`src/rtl/task_fence_unit_if.sv`:
```
// Scheduler-to-dispatch request channel for task_fence_unit.
// The scheduler raises req_valid with a stable header and holds it until it sees
// req_ack high for one cycle; that cycle consumes the header, and the scheduler
// may present the next header from the following cycle on.
interface task_fence_unit_if #(
    parameter int CORES_COUNT = 16
);
    logic                   req_valid;
    logic [1:0]             req_fence;
    logic [CORES_COUNT-1:0] req_mask;
    logic                   req_ack;

    modport master (
        output req_valid,
        output req_fence,
        output req_mask,
        input  req_ack
    );

    modport slave (
        input  req_valid,
        input  req_fence,
        input  req_mask,
        output req_ack
    );
endinterface

```
`src/rtl/task_fence_unit.sv`:
```
// Fence-aware dispatch gate: starts cores for one task header at a time and tracks busy cores.
// Optional fence watchdog enabled by defining TS_FENCE_TIMEOUT_EN.
module task_fence_unit #(
    parameter int CORES_COUNT    = 16,
    parameter int STALL_W        = 16,
    parameter int TIMEOUT_CYCLES = 1024
) (
    input  logic                   clk,
    input  logic                   reset,
    task_fence_unit_if.slave       req,
    input  logic [CORES_COUNT-1:0] Ready,
    output logic [CORES_COUNT-1:0] Start,
    output logic [CORES_COUNT-1:0] busy_mask,
    output logic                   fence_err,
    output logic [STALL_W-1:0]     stall_cnt,
    output logic                   timeout,
    output logic [1:0]             fsm_state
);

    localparam logic [1:0] FENCE_NO  = 2'b00;
    localparam logic [1:0] FENCE_ACQ = 2'b01;
    localparam logic [1:0] FENCE_REL = 2'b10;
    localparam logic [1:0] FENCE_RSV = 2'b11;

    typedef enum logic [1:0] {
        S_IDLE     = 2'd0,
        S_WAIT_ACQ = 2'd1,
        S_ISSUE    = 2'd2,
        S_WAIT_REL = 2'd3
    } state_t;

    state_t                 state;
    state_t                 next_state;
    logic [CORES_COUNT-1:0] hdr_mask;
    logic [1:0]             hdr_fence;
    logic [CORES_COUNT-1:0] rel_mask;
    logic [CORES_COUNT-1:0] start_d;
    logic                   fence_ok;
    logic                   accept;
    logic                   hdr_load;
    logic                   tmo_hit;
    logic                   ack;

    assign fsm_state   = state;
    assign req.req_ack = ack;

    always_comb begin
        fence_ok = 1'b0;
        case (req.req_fence)
            FENCE_NO:  fence_ok = ((req.req_mask & busy_mask) == '0);
            FENCE_ACQ: fence_ok = (busy_mask == '0);
            FENCE_REL: fence_ok = ((req.req_mask & busy_mask) == '0);
            default:   fence_ok = 1'b1;
        endcase
    end

    assign accept = req.req_valid && fence_ok &&
                    ((state == S_IDLE) || (state == S_WAIT_ACQ));

    // Header is captured on the way into ISSUE, including a watchdog-forced ACQ issue.
    assign hdr_load = (next_state == S_ISSUE) && (state != S_ISSUE);

    // State register
    always_ff @(posedge clk) begin
        if (!reset) begin
            state <= S_IDLE;
        end else begin
            state <= next_state;
        end
    end

    // Next-state logic
    always_comb begin
        next_state = state;
        case (state)
            S_IDLE: begin
                if (accept) begin
                    next_state = S_ISSUE;
                end else if (req.req_valid && (req.req_fence == FENCE_ACQ)) begin
                    next_state = S_WAIT_ACQ;
                end
            end
            S_WAIT_ACQ: begin
                if (accept || tmo_hit) begin
                    next_state = S_ISSUE;
                end
            end
            S_ISSUE: begin
                if ((hdr_fence == FENCE_REL) && (hdr_mask != '0)) begin
                    next_state = S_WAIT_REL;
                end else begin
                    next_state = S_IDLE;
                end
            end
            S_WAIT_REL: begin
                if (((busy_mask & rel_mask) == '0) || tmo_hit) begin
                    next_state = S_IDLE;
                end
            end
            default: next_state = S_IDLE;
        endcase
    end

    // Output logic
    always_comb begin
        ack   = 1'b0;
        Start = '0;
        if (state == S_ISSUE) begin
            ack = 1'b1;
            if (hdr_fence != FENCE_RSV) begin
                Start = hdr_mask;
            end
        end
    end

    always_ff @(posedge clk) begin
        if (!reset) begin
            hdr_mask  <= '0;
            hdr_fence <= FENCE_NO;
        end else if (hdr_load) begin
            hdr_mask  <= req.req_mask;
            hdr_fence <= req.req_fence;
        end
    end

    always_ff @(posedge clk) begin
        if (!reset) begin
            rel_mask  <= '0;
            fence_err <= 1'b0;
        end else if (state == S_ISSUE) begin
            if ((hdr_fence == FENCE_REL) && (hdr_mask != '0)) begin
                rel_mask <= hdr_mask;
            end
            if (hdr_fence == FENCE_RSV) begin
                fence_err <= 1'b1;
            end
        end
    end

    // A core's Ready is ignored in its Start cycle and the cycle after, since
    // the core only drops Ready one cycle after seeing Start.
    always_ff @(posedge clk) begin
        if (!reset) begin
            busy_mask <= '0;
            start_d   <= '0;
        end else begin
            start_d <= Start;
            if (tmo_hit) begin
                busy_mask <= '0;
            end else begin
                busy_mask <= Start | (busy_mask & ~(Ready & ~start_d));
            end
        end
    end

    always_ff @(posedge clk) begin
        if (!reset) begin
            stall_cnt <= '0;
        end else if (req.req_valid && (state != S_ISSUE) && !accept &&
                     (stall_cnt != {STALL_W{1'b1}})) begin
            stall_cnt <= stall_cnt + 1'b1;
        end
    end

`ifdef TS_FENCE_TIMEOUT_EN
    localparam int WCNT_W = $clog2(TIMEOUT_CYCLES + 1);

    logic [WCNT_W-1:0] wait_cnt;
    logic              in_wait;

    assign in_wait = (state == S_WAIT_ACQ) || (state == S_WAIT_REL);
    assign tmo_hit = in_wait && (wait_cnt == WCNT_W'(TIMEOUT_CYCLES - 1));

    // Counts consecutive cycles spent in one wait state; cleared on exit.
    always_ff @(posedge clk) begin
        if (!reset) begin
            wait_cnt <= '0;
        end else if (in_wait && (next_state == state)) begin
            wait_cnt <= wait_cnt + 1'b1;
        end else begin
            wait_cnt <= '0;
        end
    end

    always_ff @(posedge clk) begin
        if (!reset) begin
            timeout <= 1'b0;
        end else if (tmo_hit) begin
            timeout <= 1'b1;
        end
    end
`else
    assign tmo_hit = 1'b0;
    assign timeout = 1'b0;
`endif

endmodule

```
`src/flat_wrapper.sv`:
```
// flat-port wrapper written by rule: the top's interface ports become plain ports
module task_fence_unit_flat 
#(
    parameter int CORES_COUNT    = 16,
    parameter int STALL_W        = 16,
    parameter int TIMEOUT_CYCLES = 1024
)
  (clk, reset, Ready, Start, busy_mask, fence_err, stall_cnt, timeout, fsm_state, req_req_valid, req_req_fence, req_req_mask, req_req_ack);
  task_fence_unit_if #(.CORES_COUNT(CORES_COUNT)) req_i ();
  input  logic clk;
  input  logic reset;
  input  logic [CORES_COUNT-1:0] Ready;
  output logic [CORES_COUNT-1:0] Start;
  output logic [CORES_COUNT-1:0] busy_mask;
  output logic fence_err;
  output logic [STALL_W-1:0] stall_cnt;
  output logic timeout;
  output logic [1:0] fsm_state;
  input wire logic [$bits(req_i.req_valid)-1:0] req_req_valid;
  input wire logic [$bits(req_i.req_fence)-1:0] req_req_fence;
  input wire logic [$bits(req_i.req_mask)-1:0] req_req_mask;
  output wire logic [$bits(req_i.req_ack)-1:0] req_req_ack;
  assign req_i.req_valid = req_req_valid;
  assign req_i.req_fence = req_req_fence;
  assign req_i.req_mask = req_req_mask;
  assign req_req_ack = req_i.req_ack;
  task_fence_unit #(.CORES_COUNT(CORES_COUNT), .STALL_W(STALL_W), .TIMEOUT_CYCLES(TIMEOUT_CYCLES)) u_core (.clk(clk), .reset(reset), .req(req_i), .Ready(Ready), .Start(Start), .busy_mask(busy_mask), .fence_err(fence_err), .stall_cnt(stall_cnt), .timeout(timeout), .fsm_state(fsm_state));
endmodule
```
`config.mk`:
```
export PLATFORM = sky130hd
export DESIGN_NAME = task_fence_unit_flat
export DESIGN_NICKNAME = d
export VERILOG_FILES = /design/src/rtl/task_fence_unit_if.sv /design/src/rtl/task_fence_unit.sv /design/src/flat_wrapper.sv
export SDC_FILE = /design/constraint.sdc
export NUM_CORES = 1
export LEC_CHECK = 0
export ABC_AREA = 1
export ABC_CLOCK_PERIOD_IN_PS = 1360
export BUFFER_PORTS_ARGS = -buffer_cell sky130_fd_sc_hd__buf_2
export CAP_MARGIN = 5
export CORE_MARGIN = 1
export CORE_UTILIZATION = 48
export DETAILED_ROUTE_END_ITERATION = 16
export PLACE_DENSITY = 0.78
export SETUP_SLACK_MARGIN = 0.05
export SYNTH_ARGS = -nofsm -noshare
export SYNTH_HDL_FRONTEND = slang
export SYNTH_SLANG_ARGS = --single-unit
export TNS_END_PERCENT = 30
```
`constraint.sdc`:
```
create_clock -name clk -period 1.36 [get_ports clk]
set_input_delay 0.068 -clock clk [delete_from_list [all_inputs] [get_ports clk]]
set_output_delay 0.068 -clock clk [all_outputs]
set_load 0.01 [all_outputs]
```
# After elaboration in Yosys (flattened, before gate mapping)
# Index checks and enable logic that the tools add are counted.
[op_classes]
add_sub_neg = 1
eq_ne = 11
muxes = 10
n_bitwise = 7
n_reduce_logical = 19
[ops]
columns = ["operator", "n"]
rows = [
  ["$and 16x16->16", 4],
  ["$logic_not 16->1", 3],
  ["$mux 16", 2],
  ["$not 16->16", 2],
  ["$add 16x1->16 const B", 1],
  ["$ne 16x16->1 const B", 1],
  ["$or 16x16->16", 1],
  ["$reduce_bool 16->1", 1],
  ["$eq 2x2->1 const B", 6],
  ["$mux 2", 5],
  ["$logic_and 1x1->1", 8],
  ["$pmux 2 s4", 1],
  ["$eq 2x1->1 const B", 2],
  ["$logic_not 2->1", 2],
  ["$ne 2x2->1 const B", 2],
  ["$reduce_and 2->1", 2],
  ["$pmux 1 s2", 1],
  ["$reduce_or 2->1", 1],
  ["$logic_not 1->1", 1],
  ["$logic_or 1x1->1", 1],
  ["$mux 1", 1],
]
[word_totals]
register_bits = 85
inputBits = 37

# Depth between registers and ports, before layout
[depth]
depth_word = 9
ltp_mapped = 10
depth_no_buf = 10

# Least setup slack after synthesis
# Ideal clock, no wire load.
[synth_timing]
path_type = "reg2reg"
startpoint = "register u_core.stall_cnt[1]"
endpoint = "register u_core.stall_cnt[9]"
setup_time_ns = 0.070
arrival_time_ns = 1.460
required_ns = 1.290
setup_slack_ns = -0.170
path_stages_with_launch = 9
path_buffers = 1
synth_period_minus_slack_ns = 1.530
cell_sequence = "dfxtp_1 > ha_1 > nand2_1 > nor2_4 > nand4_4 > nand3_4 > buf_8 > nand2_2 > a21oi_2"
[synth_via]
elab_chain_len = 2
[synth_lines]
columns = ["element", "line", "source"]
rows = [
  ["start: declaration", "task_fence_unit.sv:15", "output logic [STALL_W-1:0] stall_cnt,"],
  ["start signal: assignment", "task_fence_unit.sv:161", "stall_cnt <= stall_cnt + 1'b1;"],
  ["branches (longest 2 deep; another with $add 16x1->16)", "--", ""],
]
# Several ways; the timed one is not identified.
# A chain may end at the register's enable or synchronous reset.

# Worst setup path in the final report
[layout_timing]
startpoint = "register u_core.busy_mask[14]"
endpoint = "register u_core.hdr_mask[7]"
[layout_via]
elab_chain_len = 9
[layout_lines]
columns = ["element", "line", "source"]
rows = [
  ["start: declaration", "task_fence_unit.sv:13", "output logic [CORES_COUNT-1:0] busy_mask,"],
  ["start signal: assignment", "task_fence_unit.sv:151", "busy_mask <= Start | (busy_mask & ~(Ready & ~start_d));"],
  ["$and 16x16->16", "task_fence_unit.sv:50, task_fence_unit.sv:52", ""],
  ["$logic_not 16->1", "task_fence_unit.sv:50, task_fence_unit.sv:52", ""],
  ["$pmux 1 s2", "task_fence_unit.sv:49", "case (req.req_fence)"],
  ["$logic_and 1x1->1 (2 in series)", "task_fence_unit.sv:57", "assign accept = req.req_valid && fence_ok &&"],
  ["$mux 2, on equally long branches", "task_fence_unit.sv:84, task_fence_unit.sv:77", ""],
  ["$pmux 2 s4 (*)", "task_fence_unit.sv:75", "case (state)"],
  ["$eq 2x2->1 (*)", "task_fence_unit.sv:61", "assign hdr_load = (next_state == S_ISSUE) && (state != S_ISSUE);"],
  ["$logic_and 1x1->1 (*)", "task_fence_unit.sv:61", ""],
  ["end signal: assignment", "task_fence_unit.sv:121", "hdr_mask <= req.req_mask;"],
  ["end: declaration", "task_fence_unit.sv:34", "logic [CORES_COUNT-1:0] hdr_mask;"],
]
# Every way passes the cells marked *; elsewhere a longest branch is shown, timed or not.

==> impl_metrics.yaml <==
global_routing:
  grt_max_degree: 36
  first_global_vias: 3857
  grt_pass1_wl_um: 17700
  antenna_found_initial: 0
  overflow: 0
  grt.total_usage_pct: 26.7
sta:
  slew_violations: 0
  fin_worst_skew_ns: 0.0126
  post-route-min-period_ns: 1.76
  timing.final.crit_share_pct: 130
  rsz0062_at_grt: "yes"
  setup_violations: 67
  fmax_mhz: 568
  hold_viol: 1
  holdWs_ns: -0.000567
  setup_tns_ns: -14.53
  worst_slack_ns: -0.401
critical_path:
  worstPathRequired_ns: 1.62
  rr_startpoint: "u_core.busy_mask[14]"
  endpoint_kind: "flip-flop"
  cp_max_fo: 16
  setup.worst_path.start: "u_core.busy_mask[14]"
  startpoint_type: "flip-flop"
  arrival_ns: 2.02
  critPathKind: "reg2reg"
final_layout:
  multiInputGateArea_um2: 2030
  seqCellArea_um2: 1740
  drive_gt1_share_pct: 43.5
  fill_cells: 540
  layout.nets: 686
  final_cell_mix: "88 x buf_2, 63 x inv_1, 63 x dfxtp_1"
  layout_commonest_cell: "buf_2"
  diodes: 0
  area_growth_pct: 46.8
power:
  p_sw_w: 0.00195
  p_clk_share_pct: 32.1
  p_leak_nw: 2.49
  combPwrFrac_pct: 22.6
  p_sw_share_pct: 32.2
  vdd_drop_max_uv: 868
  internal_power_w: 0.00410
  power_density_nw_per_um2: 1090
  seq_power_share_pct: 45.4
routing:
  vias_per_cell: 5.35
  via_count: 4026
  drtIter0Drc: 299
  wl_per_cell_um: 15.2
  drtPass1Iterations: 5
  drc: 0
  final_antenna_net_count: 0
  drt-total-wl_um: 11400
flow_run:
  drv_cap: 0
synth:
  ys_seq_area_share_pct: 45.0
  syn_inst: 494
  yosys-top-cells-area: "dfxtp_1 45%, a21oi_1 7.9%, o21ai_0 6.6%, inv_1 6.3%, nand2_1 5.6%"
  synth.cell_area_um2: 3780
  synth.distinct_cells: 33
  synth_top_area_cell: "dfxtp_1"
  yosys_warnings: 0
  ys_seq_elements: 85
  avgSynthCellArea_um2: 7.65
  synth_nets: 532
  synth_top_area_share_pct: 45.0
floorplanning:
  die_area_um2: 8230
  rows: 31
  io_pins: 90
  fp.dieW_um: 90.7
  core_um2: 7450
  die-height_um: 90.7
  start_util_pct: 50.7
clock_network:
  clock_sinks: 85
  htreeDepth: 3
  cts_buffers: 9
  cts.root.buffer_cell: "clkbuf_8"
  clk_pin_slew_ns: 0.09
  clkLatencyLatePin_ns: 0.38
  clk_path_buf_depth: 2
  cts_tree: "done"
run_status:
  status: "finished, violations left"
  failed_checks: "negative hold slack, negative setup slack"
placement:
  gp_routability_congestion: 0.872
  place_ws_ns: -0.274
  dp_hpwl_um: 7270
  port_buffers: 88
min_path:
  hp-class: "in2reg"
  min-delay-start: "req_req_mask[4]"
## stage by stage
stage,util [%],std cells,instance area (µm²),power (W)
3_3_place_gp,65.9,723,4910,0.00377
6_report,74.5,752,5550,0.00605
5_1_grt,74.5,752,5550,0.00626
4_1_cts,71.7,747,5340,0.00585
2_1_floorplan,-,494,3970,0.00342
3_5_place_dp,65.9,723,4910,0.00380
## routing by layer
metal / GRT usage (%) / up-vias / wire, µm
li1: - / 1938 / -
met3: 6.57 / 25 / 628
met5: 0 / - / 0
met4: 12.4 / 0 / 254
met2: 45.6 / 157 / 5880
met1: 31.4 / 1906 / 4680
## flip-flops by register name, indices dropped and copies added, names as in the netlist
| register | cells |
|---|---|
| u_core.hdr_mask | 16 |
| u_core.hdr_fence | 2 |
| u_core.start_d | 16 |
| u_core.busy_mask | 16 |
| u_core.stall_cnt | 16 |
| u_core.rel_mask | 16 |
| u_core.fsm_state | 2 |
| u_core.fence_err | 1 |
## Yosys cell counts (all sizes together)
library cell,n
clkbuf,12
a21oi,70
xnor2,2
a22o,8
clkinv,1
nand4,20
inv,70
dfxtp,85
nand3,9
ha,1
nor4,1
o211ai,1
buf,10
nor3,25
nor2,50
xor2,12
nand2,65
conb,1
o21ai,51
## power by group through the flow
stage / sequential [W] / combinational [W] / clock (W)
final: 0.00274 / 0.00136 / 0.00194
after global placement: 0.00277 / 0.000994 / 0
after detailed placement: 0.00278 / 0.00102 / 0
after CTS: 0.00273 / 0.00118 / 0.00194
after global routing: 0.00276 / 0.00146 / 0.00204
after floorplan: 0.00278 / 0.000634 / 0
## final timing paths
check / end / slack [ns] / depth (start not counted)
max reg2reg: u_core.hdr_mask[7] / -0.40 / 9
min: u_core.hdr_mask[4] / -0.0006 / 3
min reg2reg: u_core.fence_err / 0.48 / 2
max: u_core.hdr_mask[7] / -0.40 / 9
## cell type report
| cell class | count | area share (%) |
|---|---|---|
| timing repair buffer | 164 | 20.7 |
| tap | 99 | 2.23 |
| multi-input combinational | 317 | 36.6 |
| clock buffer | 9 | 2.23 |
| sequential | 85 | 31.5 |
| inverter | 71 | 5.17 |
| clock inverter | 7 | 1.60 |
## timing repair
item,CTS,global route
gates cloned,2,1
pin swaps,7,12
endpoints found under the setup margin,78,70
hold buffers,4,0
resized for setup,34,64
endpoints found under the hold margin,4,0
setup buffers,2,4
## worst max-delay path, cell delays in order, from the launching register on
cell and delay, ns:
dfxtp_4 0.38, nand2_2 0.09, nand2_2 0.08, nor2_2 0.12, nand2_2 0.08, o21ai_2 0.22
nand3_4 0.21, buf_8 0.21, o21ai_0 0.19, a21oi_1 0.07
## logic make-up (layout without fill, tap and decap cells)
| family | Yosys count | after routing | share of synthesized area, % |
|---|---|---|---|
| flip-flops | 85 | 85 | 45.0 |
| AO/OA/AOI/OAI | 130 | 130 | 19.4 |
| AND/OR/NAND/NOR | 170 | 171 | 21.9 |
| adder cells (fa/ha/maj) | 1 | 1 | 0.331 |
| XOR/XNOR | 14 | 14 | 3.25 |
| buffers and inverters | 93 | 251 | 10.0 |
| other | 1 | 1 | 0.0992 |
No activity file was read; power rests on OpenSTA's default activity.
